--- config.mk ---
export PLATFORM = sky130hd
export DESIGN_NAME = md_issue_ctrl_flat
export DESIGN_NICKNAME = d
export VERILOG_FILES = /design/src/rtl/md_issue_ctrl_pkg.sv /design/src/rtl/md_issue_ctrl_if.sv /design/src/rtl/md_lat_counter.sv /design/src/rtl/md_issue_ctrl.sv /design/src/flat_wrapper.sv
export SDC_FILE = /design/constraint.sdc
export NUM_CORES = 1
export LEC_CHECK = 0
export CELL_PAD_IN_SITES_DETAIL_PLACEMENT = 0
export CELL_PAD_IN_SITES_GLOBAL_PLACEMENT = 1
export CORE_MARGIN = 4
export CORE_UTILIZATION = 37
export CTS_CLUSTER_DIAMETER = 80
export CTS_CLUSTER_SIZE = 20
export DETAILED_ROUTE_END_ITERATION = 10
export PLACE_DENSITY = 0.86
export REMOVE_ABC_BUFFERS = 1
export SLEW_MARGIN = 20
export SYNTH_ARGS = -nofsm -noshare
export SYNTH_HDL_FRONTEND = slang
export SYNTH_SLANG_ARGS = --single-unit
--- constraint.sdc ---
create_clock -name clk -period 3.4 [get_ports clk]
set_clock_uncertainty 0.15 [all_clocks]
set_input_delay 0.85 -clock clk [delete_from_list [all_inputs] [get_ports clk]]
set_output_delay 0.85 -clock clk [all_outputs]
set_load 0.02 [all_outputs]
--- src/rtl/md_issue_ctrl_pkg.sv ---
// Shared definitions for the E-stage multiply/divide issue path:
// the MD op encodings, default unit latencies and the issue FSM state type.
package md_issue_ctrl_pkg;

  typedef enum logic [3:0] {
    MD_MULT  = 4'h0,
    MD_MULTU = 4'h1,
    MD_DIV   = 4'h2,
    MD_DIVU  = 4'h3,
    MD_MTHI  = 4'h4,
    MD_MTLO  = 4'h5,
    MD_MFHI  = 4'h6,
    MD_MFLO  = 4'h7,
    MD_NONE  = 4'hF
  } md_op_e;

  localparam int MUL_LAT_DEF = 5;
  localparam int DIV_LAT_DEF = 10;
  localparam int CNT_W_DEF   = 5;

  typedef enum logic {
    ST_IDLE = 1'b0,
    ST_RUN  = 1'b1
  } md_state_e;

  // Codes 0..3 are the operations that keep the unit busy.
  function automatic logic is_arith(input logic [3:0] op);
    return (op[3:2] == 2'b00);
  endfunction

  function automatic logic is_hilo_write(input logic [3:0] op);
    return (op == MD_MTHI) || (op == MD_MTLO);
  endfunction

endpackage

--- src/rtl/md_issue_ctrl_if.sv ---
// Pipeline-side signal bundle of the MD issue controller.
// master = pipeline / MD unit side, slave = the controller itself.
interface md_issue_ctrl_if;
  logic        e_valid;
  logic        e_hold;
  logic [3:0]  e_md_op;
  logic        int_req;
  logic        d_md_use;
  logic        md_busy;
  logic        md_start;
  logic [3:0]  md_ctrl;
  logic        stall_d;
  logic [31:0] issue_cnt;
  logic        sync_err;

  modport master (
    output e_valid, e_hold, e_md_op, int_req, d_md_use, md_busy,
    input  md_start, md_ctrl, stall_d, issue_cnt, sync_err
  );

  modport slave (
    input  e_valid, e_hold, e_md_op, int_req, d_md_use, md_busy,
    output md_start, md_ctrl, stall_d, issue_cnt, sync_err
  );
endinterface

--- src/rtl/md_lat_counter.sv ---
// Shadow latency counter: loads a latency, counts down to zero, flags zero.
module md_lat_counter #(
  parameter int CNT_W = 5
) (
  input  logic             clk,
  input  logic             reset,
  input  logic             load,
  input  logic [CNT_W-1:0] load_val,
  input  logic             dec,
  output logic [CNT_W-1:0] cnt,
  output logic             zero
);

  logic [CNT_W-1:0] cnt_reg;

  always_ff @(posedge clk or posedge reset) begin
    if (reset) begin
      cnt_reg <= '0;
    end else if (load) begin
      cnt_reg <= load_val;
    end else if (dec && (cnt_reg != '0)) begin
      cnt_reg <= cnt_reg - CNT_W'(1);
    end
  end

  assign cnt  = cnt_reg;
  assign zero = (cnt_reg == '0);

endmodule

--- src/rtl/md_issue_ctrl.sv ---
// E-stage MD issue controller: start pulse + op code, shadow busy counter
// for early D-stage stalling, busy cross-check and issued-op counter.
module md_issue_ctrl
  import md_issue_ctrl_pkg::*;
#(
  parameter int MUL_LAT = MUL_LAT_DEF,
  parameter int DIV_LAT = DIV_LAT_DEF,
  parameter int CNT_W   = CNT_W_DEF
) (
  input  logic           clk,
  input  logic           reset,
  md_issue_ctrl_if.slave bus
);

  md_state_e        state_reg, state_next;
  logic             issued_reg, issued_next;
  logic [31:0]      issue_cnt_reg;
  logic             sync_err_reg;
  logic             pass_op, fire;
  logic             load, dec;
  logic [CNT_W-1:0] load_val, cnt;
  logic             cnt_zero;

  md_lat_counter #(.CNT_W(CNT_W)) u_lat_counter (
    .clk      (clk),
    .reset    (reset),
    .load     (load),
    .load_val (load_val),
    .dec      (dec),
    .cnt      (cnt),
    .zero     (cnt_zero)
  );

  // An E instruction forwards its op only once; held repeats see MD_NONE.
  always_comb begin
    pass_op      = bus.e_valid && !issued_reg && !bus.int_req;
    fire         = pass_op && is_arith(bus.e_md_op);
    bus.md_start = fire;
    bus.md_ctrl  = pass_op ? bus.e_md_op : MD_NONE;
    bus.stall_d  = bus.d_md_use && (fire || !cnt_zero);
  end

  always_comb begin
    state_next = state_reg;
    load       = 1'b0;
    dec        = 1'b0;
    load_val   = bus.e_md_op[1] ? CNT_W'(DIV_LAT) : CNT_W'(MUL_LAT);
    case (state_reg)
      ST_IDLE: begin
        if (fire) begin
          load       = 1'b1;
          state_next = ST_RUN;
        end
      end
      ST_RUN: begin
        if (fire) begin
          load = 1'b1;
        end else begin
          dec = 1'b1;
          if (cnt == CNT_W'(1)) state_next = ST_IDLE;
        end
      end
      default: state_next = ST_IDLE;
    endcase
  end

  always_comb begin
    issued_next = issued_reg;
    if (!bus.e_hold || bus.int_req) begin
      issued_next = 1'b0;
    end else if (pass_op && (is_arith(bus.e_md_op) || is_hilo_write(bus.e_md_op))) begin
      issued_next = 1'b1;
    end
  end

  always_ff @(posedge clk or posedge reset) begin
    if (reset) begin
      state_reg     <= ST_IDLE;
      issued_reg    <= 1'b0;
      issue_cnt_reg <= '0;
      sync_err_reg  <= 1'b0;
    end else begin
      state_reg  <= state_next;
      issued_reg <= issued_next;
      if (fire) issue_cnt_reg <= issue_cnt_reg + 32'd1;
      // A fire while running means the stall logic was bypassed somewhere.
      if ((!cnt_zero != bus.md_busy) || (fire && (state_reg == ST_RUN)))
        sync_err_reg <= 1'b1;
    end
  end

  assign bus.issue_cnt = issue_cnt_reg;
  assign bus.sync_err  = sync_err_reg;

endmodule

--- src/flat_wrapper.sv ---
// flat-port wrapper written by rule: the top's interface ports become plain ports
module md_issue_ctrl_flat import md_issue_ctrl_pkg::*;
#(
  parameter int MUL_LAT = MUL_LAT_DEF,
  parameter int DIV_LAT = DIV_LAT_DEF,
  parameter int CNT_W   = CNT_W_DEF
)
  (clk, reset, bus_e_valid, bus_e_hold, bus_e_md_op, bus_int_req, bus_d_md_use, bus_md_busy, bus_md_start, bus_md_ctrl, bus_stall_d, bus_issue_cnt, bus_sync_err);
  md_issue_ctrl_if bus_i ();
  input  logic clk;
  input  logic reset;
  input wire logic [$bits(bus_i.e_valid)-1:0] bus_e_valid;
  input wire logic [$bits(bus_i.e_hold)-1:0] bus_e_hold;
  input wire logic [$bits(bus_i.e_md_op)-1:0] bus_e_md_op;
  input wire logic [$bits(bus_i.int_req)-1:0] bus_int_req;
  input wire logic [$bits(bus_i.d_md_use)-1:0] bus_d_md_use;
  input wire logic [$bits(bus_i.md_busy)-1:0] bus_md_busy;
  output wire logic [$bits(bus_i.md_start)-1:0] bus_md_start;
  output wire logic [$bits(bus_i.md_ctrl)-1:0] bus_md_ctrl;
  output wire logic [$bits(bus_i.stall_d)-1:0] bus_stall_d;
  output wire logic [$bits(bus_i.issue_cnt)-1:0] bus_issue_cnt;
  output wire logic [$bits(bus_i.sync_err)-1:0] bus_sync_err;
  assign bus_i.e_valid = bus_e_valid;
  assign bus_i.e_hold = bus_e_hold;
  assign bus_i.e_md_op = bus_e_md_op;
  assign bus_i.int_req = bus_int_req;
  assign bus_i.d_md_use = bus_d_md_use;
  assign bus_i.md_busy = bus_md_busy;
  assign bus_md_start = bus_i.md_start;
  assign bus_md_ctrl = bus_i.md_ctrl;
  assign bus_stall_d = bus_i.stall_d;
  assign bus_issue_cnt = bus_i.issue_cnt;
  assign bus_sync_err = bus_i.sync_err;
  md_issue_ctrl #(.MUL_LAT(MUL_LAT), .DIV_LAT(DIV_LAT), .CNT_W(CNT_W)) u_core (.clk(clk), .reset(reset), .bus(bus_i));
endmodule
==> results of run 1 <==
## final cells by class
cell class | count | area, um2
Multi-Input combinational cell | 125 | 890
Clock buffer | 6 | 72.6
Clock inverter | 2 | 35.0
Sequential cell | 40 | 1000
Timing Repair Buffer | 63 | 598
Inverter | 5 | 18.8
Fill cell | 497 | 2370
Tap cell | 70 | 87.6
## layout by cell type, fill, tap and decap left out, drive strengths merged, types with 5 or more instances in the layout
cell / instances
xor2: 5
clkdlybuf4s50: 41
nand2: 14
xnor2: 29
inv: 5
clkbuf: 6
dfrtp: 40
nor2: 6
buf: 16
nor3: 5
a21oi: 5
nand3: 11
nand4: 18
## kinds of logic (layout without fill, tap and decap cells)
group / count (synthesis) / in the layout / share of synthesized area (%)
adders and majority gates: 3 / 3 / 1.94
xor gates and xnor gates: 34 / 34 / 15.4
muxes: 1 / 1 / 0.582
AOI/OAI and AO/OA: 10 / 10 / 3.50
buffers and inverters: 10 / 76 / 2.39
and+or+nand+nor: 77 / 77 / 24.4
DFF: 40 / 40 / 51.8
## repair_timing
| item | 4_1_cts | 5_1_grt |
|---|---|---|
| resized for setup | 13 | 6 |
| pin swaps | 0 | 3 |
| setup buffers | 0 | 1 |
| endpoints found under the setup margin | 6 | 2 |
## where the power goes
| part | internal (mW) | switching [mW] | total [mW] |
|---|---|---|---|
| Sequential | 0.530 | 0.0752 | 0.605 |
| Combinational | 0.150 | 0.142 | 0.292 |
| Clock | 0.218 | 0.156 | 0.374 |
## through the flow
| step | cells | hold slack, ps | power [mW] | utilization [%] |
|---|---|---|---|---|
| after floorplan | 170 | 352 | 0.787 | - |
| after detailed placement | 302 | 312 | 0.909 | 50.9 |
| after CTS | 310 | 326 | 1.28 | 52.7 |
| after global routing | 311 | 364 | 1.35 | 53.3 |
| after global placement | 302 | 309 | 0.905 | 50.9 |
| final | 311 | 318 | 1.27 | 53.3 |
## metal layers
layer	share of wire, %	wire, um	GRT usage [%]
met5	0	0	0
met4	1.4	57	6.08
met3	6.0	253	3.59
met2	49	2050	23.7
met1	44	1820	16.4
## worst max path at each step
| stage | start | end | cells after the start |
|---|---|---|---|
| after global placement | bus_int_req | bus_stall_d | 6 |
| after detailed placement | bus_int_req | bus_stall_d | 6 |
| final | bus_int_req | bus_stall_d | 6 |
| after global routing | bus_int_req | bus_stall_d | 6 |
| after CTS | bus_int_req | bus_md_start | 6 |
| after floorplan | bus_int_req | bus_stall_d | 4 |
==> results.toml, run 1 <==
[floorplan]
core_area_um2 = 5070
die_area_um2 = 6440
floorplan.die.height_um = 80.3
dieWidth_um = 80.3
placement_rows = 26
initial_core_util_pct = 38.1
design.portCount = 50

[synth]
synthDominantAreaCellType = "sky130_fd_sc_hd__dfrtp_1"
synthesis.yosys.warnings = 0
asyncSetResetFlopFracSynth_pct = 100
synth_enable_flop_cells = 0
synth_most_common_cell = "sky130_fd_sc_hd__dfrtp_1"
ys_seq_elements = 40
netlist_area_um2 = 1930
post_synth_most_frequent_cells = "40 x sky130_fd_sc_hd__dfrtp_1, 29 x sky130_fd_sc_hd__xnor2_1, 18 x sky130_fd_sc_hd__nand4_1, 14 x sky130_fd_sc_hd__nand2_1, 11 x sky130_fd_sc_hd__nand3_1"
postSynthAreaPerCell_um2 = 11.0
seq_area_frac_synth_pct = 51.8
post_synth_inst_count = 175
unique_cell_type_count_in_the_yosys_netlist = 37
synth.area.top_cells = "sky130_fd_sc_hd__dfrtp_1 52%, sky130_fd_sc_hd__xnor2_1 13%, sky130_fd_sc_hd__nand4_1 5.8%"
netlist.area_leader.share_pct = 51.8
synth_flop_type = "sky130_fd_sc_hd__dfrtp_1"

[clocking]
cts-buffers-inserted = 5
post_cts_hold_buffer_count = 0
cts.reportedPaths.clkPinSlew_ps = 70
clkSinkCount = 40
cts_tree = "yes"
clk_root_buffer_cell = "sky130_fd_sc_hd__clkbuf_8"
cts-htree-levels = 2
clock_tree.buffer_depth = 2
worstSkewPairLatency_ps = 280

[detailed_routing]
vias = 1545
initialDrtViolationCount = 52
detail_route.drc_violations = 0
drt_total_wl_mm = 4.19
drt-wirelength-per-cell_um = 13.5
drt_pass1_iterations = 4
antenna_left = 0
avgViaCountPerCell = 4.97

[critical_path]
critical_path_buf_inv_count = 3
criticalPathCategory = "in -> out"
timing.critical_path.from_type = "input port"
reg2reg_from = "u_core.issued_reg"
cp.required_ps = 2400
worst_setup_path_end_kind = "primary output"
worst-r2r-setup-slack_ps = 1200
max_stage_delay_ps = 490
crit_chain = "clkdlybuf4s50_1 -> or4b_4 -> or2_1 -> inv_2 -> o21a_1 -> buf_6"
regToRegEndpoint = "u_core.bus.issue_cnt[7]"
critical_path_arrival_ps = 2330
reg2reg_depth = 5
crit_slowest_cell = "sky130_fd_sc_hd__or4b_4"
cp_max_fo = 3
cp_top_family = "simple AND/OR/NAND/NOR gates"

[placement]
dp_worst_setup_slack_ps = -442
gp_congestion = 0.770
place.detailed.hpwl_mm = 3.09
placed_cell_area_um2 = 2580
port_buffers = 49

[timing]
setup_repair_after_global_routing_missed_its_margin = "false"
fin_setup_tns_ps = 0
fin_crit_sh_pct = 98.0
achievable-frequency_ghz = 0.300
period_needed_ps = 3330
finalSetupViolations = 0
tightest_slew_ps = 565
timing.final.max_slew_violations = 0
max_slew_margin_pct = 62.2
final_hold_viol_count = 0
post-route-worst-setup-slack_ps = 66.4

[final_layout]
area_delta_synth_final_pct = 39.8
nets = 254
diodes = 0
layout.cell_area.non_filler_um2 = 2700
drive_above_1_share_pct = 14.5
max_reg_flops = 32

[worst_hold_path]
holdCritStartpoint = "u_core.bus.issue_cnt[31]"
min_delay_path_depth = 1
whs_endpoint = "u_core.bus.issue_cnt[31]"
hold_path_class = "reg -> reg"

[global_routing]
grt_overflow = 0
grt_antenna_before_repair = 0
via_count_of_the_first_global_routing_pass = 1566
wire_length_of_the_first_global_routing_pass_mm = 6.96
gr-usage-all-layers_pct = 13.9
grt_start_max_net_pins = 41

[power_and_ir_drop]
irDropWorstVdd_mv = 0.246
p_leak_nw = 1.16
power.density_nw_per_um2 = 471

[outcome]
run_status = "completed"

[run]
max-cap-violations = 0
(Power assumes the default switching activity.)
==> run 2: changes to the inputs <==
--- a/config.mk
+++ b/config.mk
@@ -5,14 +5,13 @@
 export SDC_FILE = /design/constraint.sdc
 export NUM_CORES = 1
 export LEC_CHECK = 0
-export CELL_PAD_IN_SITES_DETAIL_PLACEMENT = 0
-export CELL_PAD_IN_SITES_GLOBAL_PLACEMENT = 1
-export CORE_MARGIN = 4
-export CORE_UTILIZATION = 37
+export CAP_MARGIN = 10
+export CORE_MARGIN = 8
+export CORE_UTILIZATION = 40
 export CTS_CLUSTER_DIAMETER = 80
 export CTS_CLUSTER_SIZE = 20
 export DETAILED_ROUTE_END_ITERATION = 10
-export PLACE_DENSITY = 0.86
+export PLACE_DENSITY = 0.76
 export REMOVE_ABC_BUFFERS = 1
 export SLEW_MARGIN = 20
 export SYNTH_ARGS = -nofsm -noshare
==> results.toml, run 2 (synthesis results as in run 1) <==
[power_and_ir_drop]
power.density_nw_per_um2 = 493
irDropWorstVdd_mv = 0.424
total_power_mw = 1.31
p_leak_nw = 1.14

[global_routing]
grt_antenna_before_repair = 0
grt_overflow = 0
grt_start_max_net_pins = 41
via_count_of_the_first_global_routing_pass = 1568
grt_use_met3_pct = 5.54
wire_length_of_the_first_global_routing_pass_mm = 7.70
gr-usage-all-layers_pct = 13.1
met1_usage_pct = 15.5
grt-busiest-layer = "met2"
grt_use_met2_pct = 20.9

[final_layout]
diodes = 0
area_delta_synth_final_pct = 37.9
final_core_utilization_pct = 56.8
multi_input_area_um2 = 892
layoutNonFillerInstCount = 291
max_reg_flops = 32
layout.cells.most_common = "sky130_fd_sc_hd__clkdlybuf4s50_1"
nets = 250
layout.cell_area.non_filler_um2 = 2670
drive_above_1_share_pct = 13.9
register_area_um2 = 1000
fillcell_total = 404
mostFrequentLayoutCells = "41 x sky130_fd_sc_hd__clkdlybuf4s50_1, 40 x sky130_fd_sc_hd__dfrtp_1, 29 x sky130_fd_sc_hd__xnor2_1"

[clocking]
worstSkewPairLatency_ps = 300
cts-htree-levels = 2
clk_root_buffer_cell = "sky130_fd_sc_hd__clkbuf_8"
clock_tree.buffer_depth = 2
clkSinkCount = 40
post_cts_hold_buffer_count = 0
cts.reportedPaths.clkPinSlew_ps = 80
cts_post_setup_buffers_inserted = 0
cts_tree = "yes"
cts-buffers-inserted = 5

[placement]
dp_worst_setup_slack_ps = -459
placed_cell_area_um2 = 2540
placed_cells_incl_taps = 283
gp_congestion = 0.853
place.detailed.hpwl_mm = 3.38
port_buffers = 49

[timing]
achievable-frequency_ghz = 0.298
timing.final.max_slew_violations = 0
post-route-worst-setup-slack_ps = 42.5
fin_crit_sh_pct = 98.8
final_hold_viol_count = 0
finalSetupViolations = 0
tightest_slew_ps = 531
final.hold.worst_slack_ps = 323
fin_setup_tns_ps = 0
period_needed_ps = 3360
max_slew_margin_pct = 64.3

[floorplan]
initial_core_util_pct = 41.2
dieWidth_um = 85.5
design.portCount = 50
die_area_um2 = 7310
placement_rows = 25
floorplan.die.height_um = 85.5
core_area_um2 = 4690

[critical_path]
crit_chain = "clkdlybuf4s50_1 -> or4b_4 -> or2_4 -> inv_4 -> o21a_1 -> buf_6"
criticalPathCategory = "in -> out"
timing.critical_path.from_type = "input port"
cp_max_fo = 3
critical_path_arrival_ps = 2360
cp.required_ps = 2400
max_stage_delay_ps = 500
worst_setup_path_end_kind = "primary output"
crit_slowest_cell = "sky130_fd_sc_hd__or4b_4"

[detailed_routing]
vias = 1533
initialDrtViolationCount = 69
detail_route.drc_violations = 0
antenna_left = 0
drt-wirelength-per-cell_um = 15.3
drt_pass1_iterations = 4
drt_total_wl_mm = 4.45
avgViaCountPerCell = 5.27

[outcome]
run_status = "completed"

[run]
max-cap-violations = 0

[worst_hold_path]
hold_path_class = "reg -> reg"
## run 2: cell types whose count changed in the layout (fill, tap and decap cells not counted), sizes merged
cell  change
buf       -4
## run 2: path summary, 6_finish.rpt
path	startpoint	to	slack [ps]	depth (start not counted)
worst max-delay path	bus_e_md_op[3]	bus_stall_d	40	6
worst min-delay path	u_core.bus.issue_cnt[31]	u_core.bus.issue_cnt[31]	320	1
worst max register to register	u_core.issued_reg	u_core.bus.issue_cnt[7]	1200	5
worst min register to register	u_core.bus.issue_cnt[31]	u_core.bus.issue_cnt[31]	320	1
max in group asynchronous	reset	u_core.bus.issue_cnt[2]	1940	3
min in group asynchronous	reset	u_core.bus.issue_cnt[24]	810	3
## run 2: per-layer routing
metal / share of wire, % / vias up
met4: 1.2 / 0
met3: 7.3 / 5
li1: - / 746
met1: 44 / 740
met5: 0 / -
met2: 48 / 42
## run 2: what timing repair did
| item | 4_1_cts | 5_1_grt |
|---|---|---|
| pin swaps | 0 | 2 |
| endpoints found under the setup margin | 6 | 1 |
| gates resized for setup | 14 | 5 |
## run 2: power by group
group | switching, mW | total [mW] | internal [mW]
Sequential | 0.0793 | 0.609 | 0.530
Clock | 0.171 | 0.411 | 0.240
Combinational | 0.144 | 0.294 | 0.150
Total | 0.394 | 1.31 | 0.920
## run 2: worst max-delay path, delay by kind of cell
kind	cells	cell delay (ps)
compound gates	1	110
simple gates	2	790
buf+inv	3	600
## run 2: area by class of cell
type	count	area share, %
Multi-Input combinational cell	125	33.5
Inverter	5	0.798
Tap cell	54	2.54
Clock inverter	2	1.46
Clock buffer	6	3.10
Timing Repair Buffer	59	21.1
Sequential cell	40	37.6
==> run 3: changes to the inputs <==
--- a/config.mk
+++ b/config.mk
@@ -12,7 +12,9 @@
 export CTS_CLUSTER_SIZE = 20
 export DETAILED_ROUTE_END_ITERATION = 10
 export PLACE_DENSITY = 0.76
+export RECOVER_POWER = 25
 export REMOVE_ABC_BUFFERS = 1
+export SETUP_SLACK_MARGIN = 0.5
 export SLEW_MARGIN = 20
 export SYNTH_ARGS = -nofsm -noshare
 export SYNTH_HDL_FRONTEND = slang
==> results.toml, run 3 (synthesis results as in run 1) <==
[clocking]
clk_root_buffer_cell = "sky130_fd_sc_hd__clkbuf_8"
worstSkewPairLatency_ps = 300
cts-htree-levels = 2
clkSinkCount = 40
cts-buffers-inserted = 5
cts.reportedPaths.clkPinSlew_ps = 90
clock_tree.buffer_depth = 2
cts_tree = "yes"

[final_layout]
drive_above_1_share_pct = 17.2
nets = 251
layout.cell_area.non_filler_um2 = 2680
final_core_utilization_pct = 57.0
area_delta_synth_final_pct = 38.4
diodes = 0
mostFrequentLayoutCells = "40 x sky130_fd_sc_hd__dfrtp_1, 37 x sky130_fd_sc_hd__clkdlybuf4s50_1, 29 x sky130_fd_sc_hd__xnor2_1"
layout.cells.most_common = "sky130_fd_sc_hd__dfrtp_1"
max_reg_flops = 32

[critical_path]
max_stage_delay_ps = 510
worst_setup_path_end_kind = "primary output"
cp_max_fo = 3
criticalPathCategory = "in -> out"
cp.required_ps = 2400
crit_slowest_cell = "sky130_fd_sc_hd__or4b_4"
cp_common_cell = "sky130_fd_sc_hd__buf_6"
critical_path_buf_inv_count = 3
crit_chain = "buf_6 -> or4b_4 -> or2_4 -> inv_4 -> o21a_1 -> buf_6"
cp_top_family = "simple AND/OR/NAND/NOR gates"
timing.critical_path.from_type = "input port"
critical_path_arrival_ps = 2010

[power_and_ir_drop]
seq_power_share_pct = 46.3
power_switching_mw = 0.398
power_frac_comb_pct = 22.5
power.density_nw_per_um2 = 493
irDropWorstVdd_mv = 0.424
p_clk_share_pct = 31.2
p_leak_nw = 1.15
p_int_mw = 0.922
switching_share_pct = 30.2

[timing]
setup_repair_after_global_routing_missed_its_margin = "true"
final.hold.worst_slack_ps = 323
period_needed_ps = 3010
fin_crit_sh_pct = 88.6
tightest_slew_ps = 987
final_hold_viol_count = 0
timing.final.max_slew_violations = 0
post-route-worst-setup-slack_ps = 388
achievable-frequency_ghz = 0.332
max_slew_margin_pct = 34.2
finalSetupViolations = 0

[detailed_routing]
vias = 1544
avgViaCountPerCell = 5.29
initialDrtViolationCount = 85
drt_pass1_iterations = 4
antenna_left = 0
detail_route.drc_violations = 0
drt_total_wl_mm = 4.54
drt-wirelength-per-cell_um = 15.5

[worst_hold_path]
hold_path_class = "reg -> reg"

[global_routing]
wire_length_of_the_first_global_routing_pass_mm = 7.81
grt_antenna_before_repair = 0
grt_overflow = 0
via_count_of_the_first_global_routing_pass = 1584
gr-usage-all-layers_pct = 13.3
grt_start_max_net_pins = 41

[placement]
placed_cell_area_um2 = 2540
gp_congestion = 0.853
port_buffers = 49
dp_worst_setup_slack_ps = -459
place.detailed.hpwl_mm = 3.38

[floorplan]
placement_rows = 25
initial_core_util_pct = 41.2
core_area_um2 = 4690
floorplan.die.height_um = 85.5
dieWidth_um = 85.5
die_area_um2 = 7310
design.portCount = 50

[run]
max-cap-violations = 0

[outcome]
run_status = "completed"
-- run 3: power groups by stage --
stage | Sequential (mW) | Clock [mW] | Combinational (mW)
3_3_place_gp | 0.613 | 0 | 0.287
5_1_grt | 0.621 | 0.449 | 0.333
2_1_floorplan | 0.624 | 0 | 0.163
4_1_cts | 0.610 | 0.428 | 0.302
6_report | 0.611 | 0.411 | 0.298
3_5_place_dp | 0.618 | 0 | 0.298
-- run 3: repair_timing --
action | 4_1_cts | 5_1_grt
endpoints found under the setup margin | 6 | 4
pin swaps | 3 | 1
cloned | 0 | 0
buffers inserted | 1 | 0
hold buffers | 0 | 0
gates resized for setup | 48 | 2
-- run 3: worst register-to-register path, stage by stage, from the launching register on --
cell                      delay, ps
sky130_fd_sc_hd__dfrtp_1        420
sky130_fd_sc_hd__or4b_4         550
sky130_fd_sc_hd__buf_4          160
sky130_fd_sc_hd__nor4_1         490
sky130_fd_sc_hd__nand4_1        180
sky130_fd_sc_hd__xnor2_1        150
-- run 3: routing by layer --
layer	part of all wire, %	track usage [%]
met5	0	0
met4	1.1	5.25
met3	6.7	5.54
met2	48	20.8
met1	44	15.8
-- run 3: metrics by stage --
| step | power (mW) | TNS, ps | std cells |
|---|---|---|---|
| 3_3_place_gp | 0.900 | -1170 | 283 |
| 5_1_grt | 1.40 | 0 | 292 |
| 4_1_cts | 1.34 | 0 | 292 |
| 3_5_place_dp | 0.916 | -1180 | 283 |
| 6_report | 1.32 | 0 | 292 |
| 2_1_floorplan | 0.787 | 0 | 170 |
-- run 3: cell type report --
type                    count  area [um2]
clock inverters             2        38.8
repair buffers             60         564
clock buffers               6        82.6
well taps                  54        67.6
flip-flops and latches     40        1000
inverters                   5        21.3
multi-input cells         125         900
fillers                   405        2020
-- run 3: path summary, 6_finish.rpt --
path / from / end / slack (ps) / depth (start not counted)
worst max register to register: u_core.issued_reg / u_core.bus.issue_cnt[7] / 1200 / 5
min in group asynchronous: reset / u_core.state_reg / 1130 / 3
worst min register to register: u_core.bus.issue_cnt[31] / u_core.bus.issue_cnt[31] / 320 / 1
max in group asynchronous: reset / u_core.bus.issue_cnt[2] / 1350 / 3
worst min-delay path: u_core.bus.issue_cnt[31] / u_core.bus.issue_cnt[31] / 320 / 1
worst max-delay path: bus_e_md_op[3] / bus_stall_d / 390 / 6
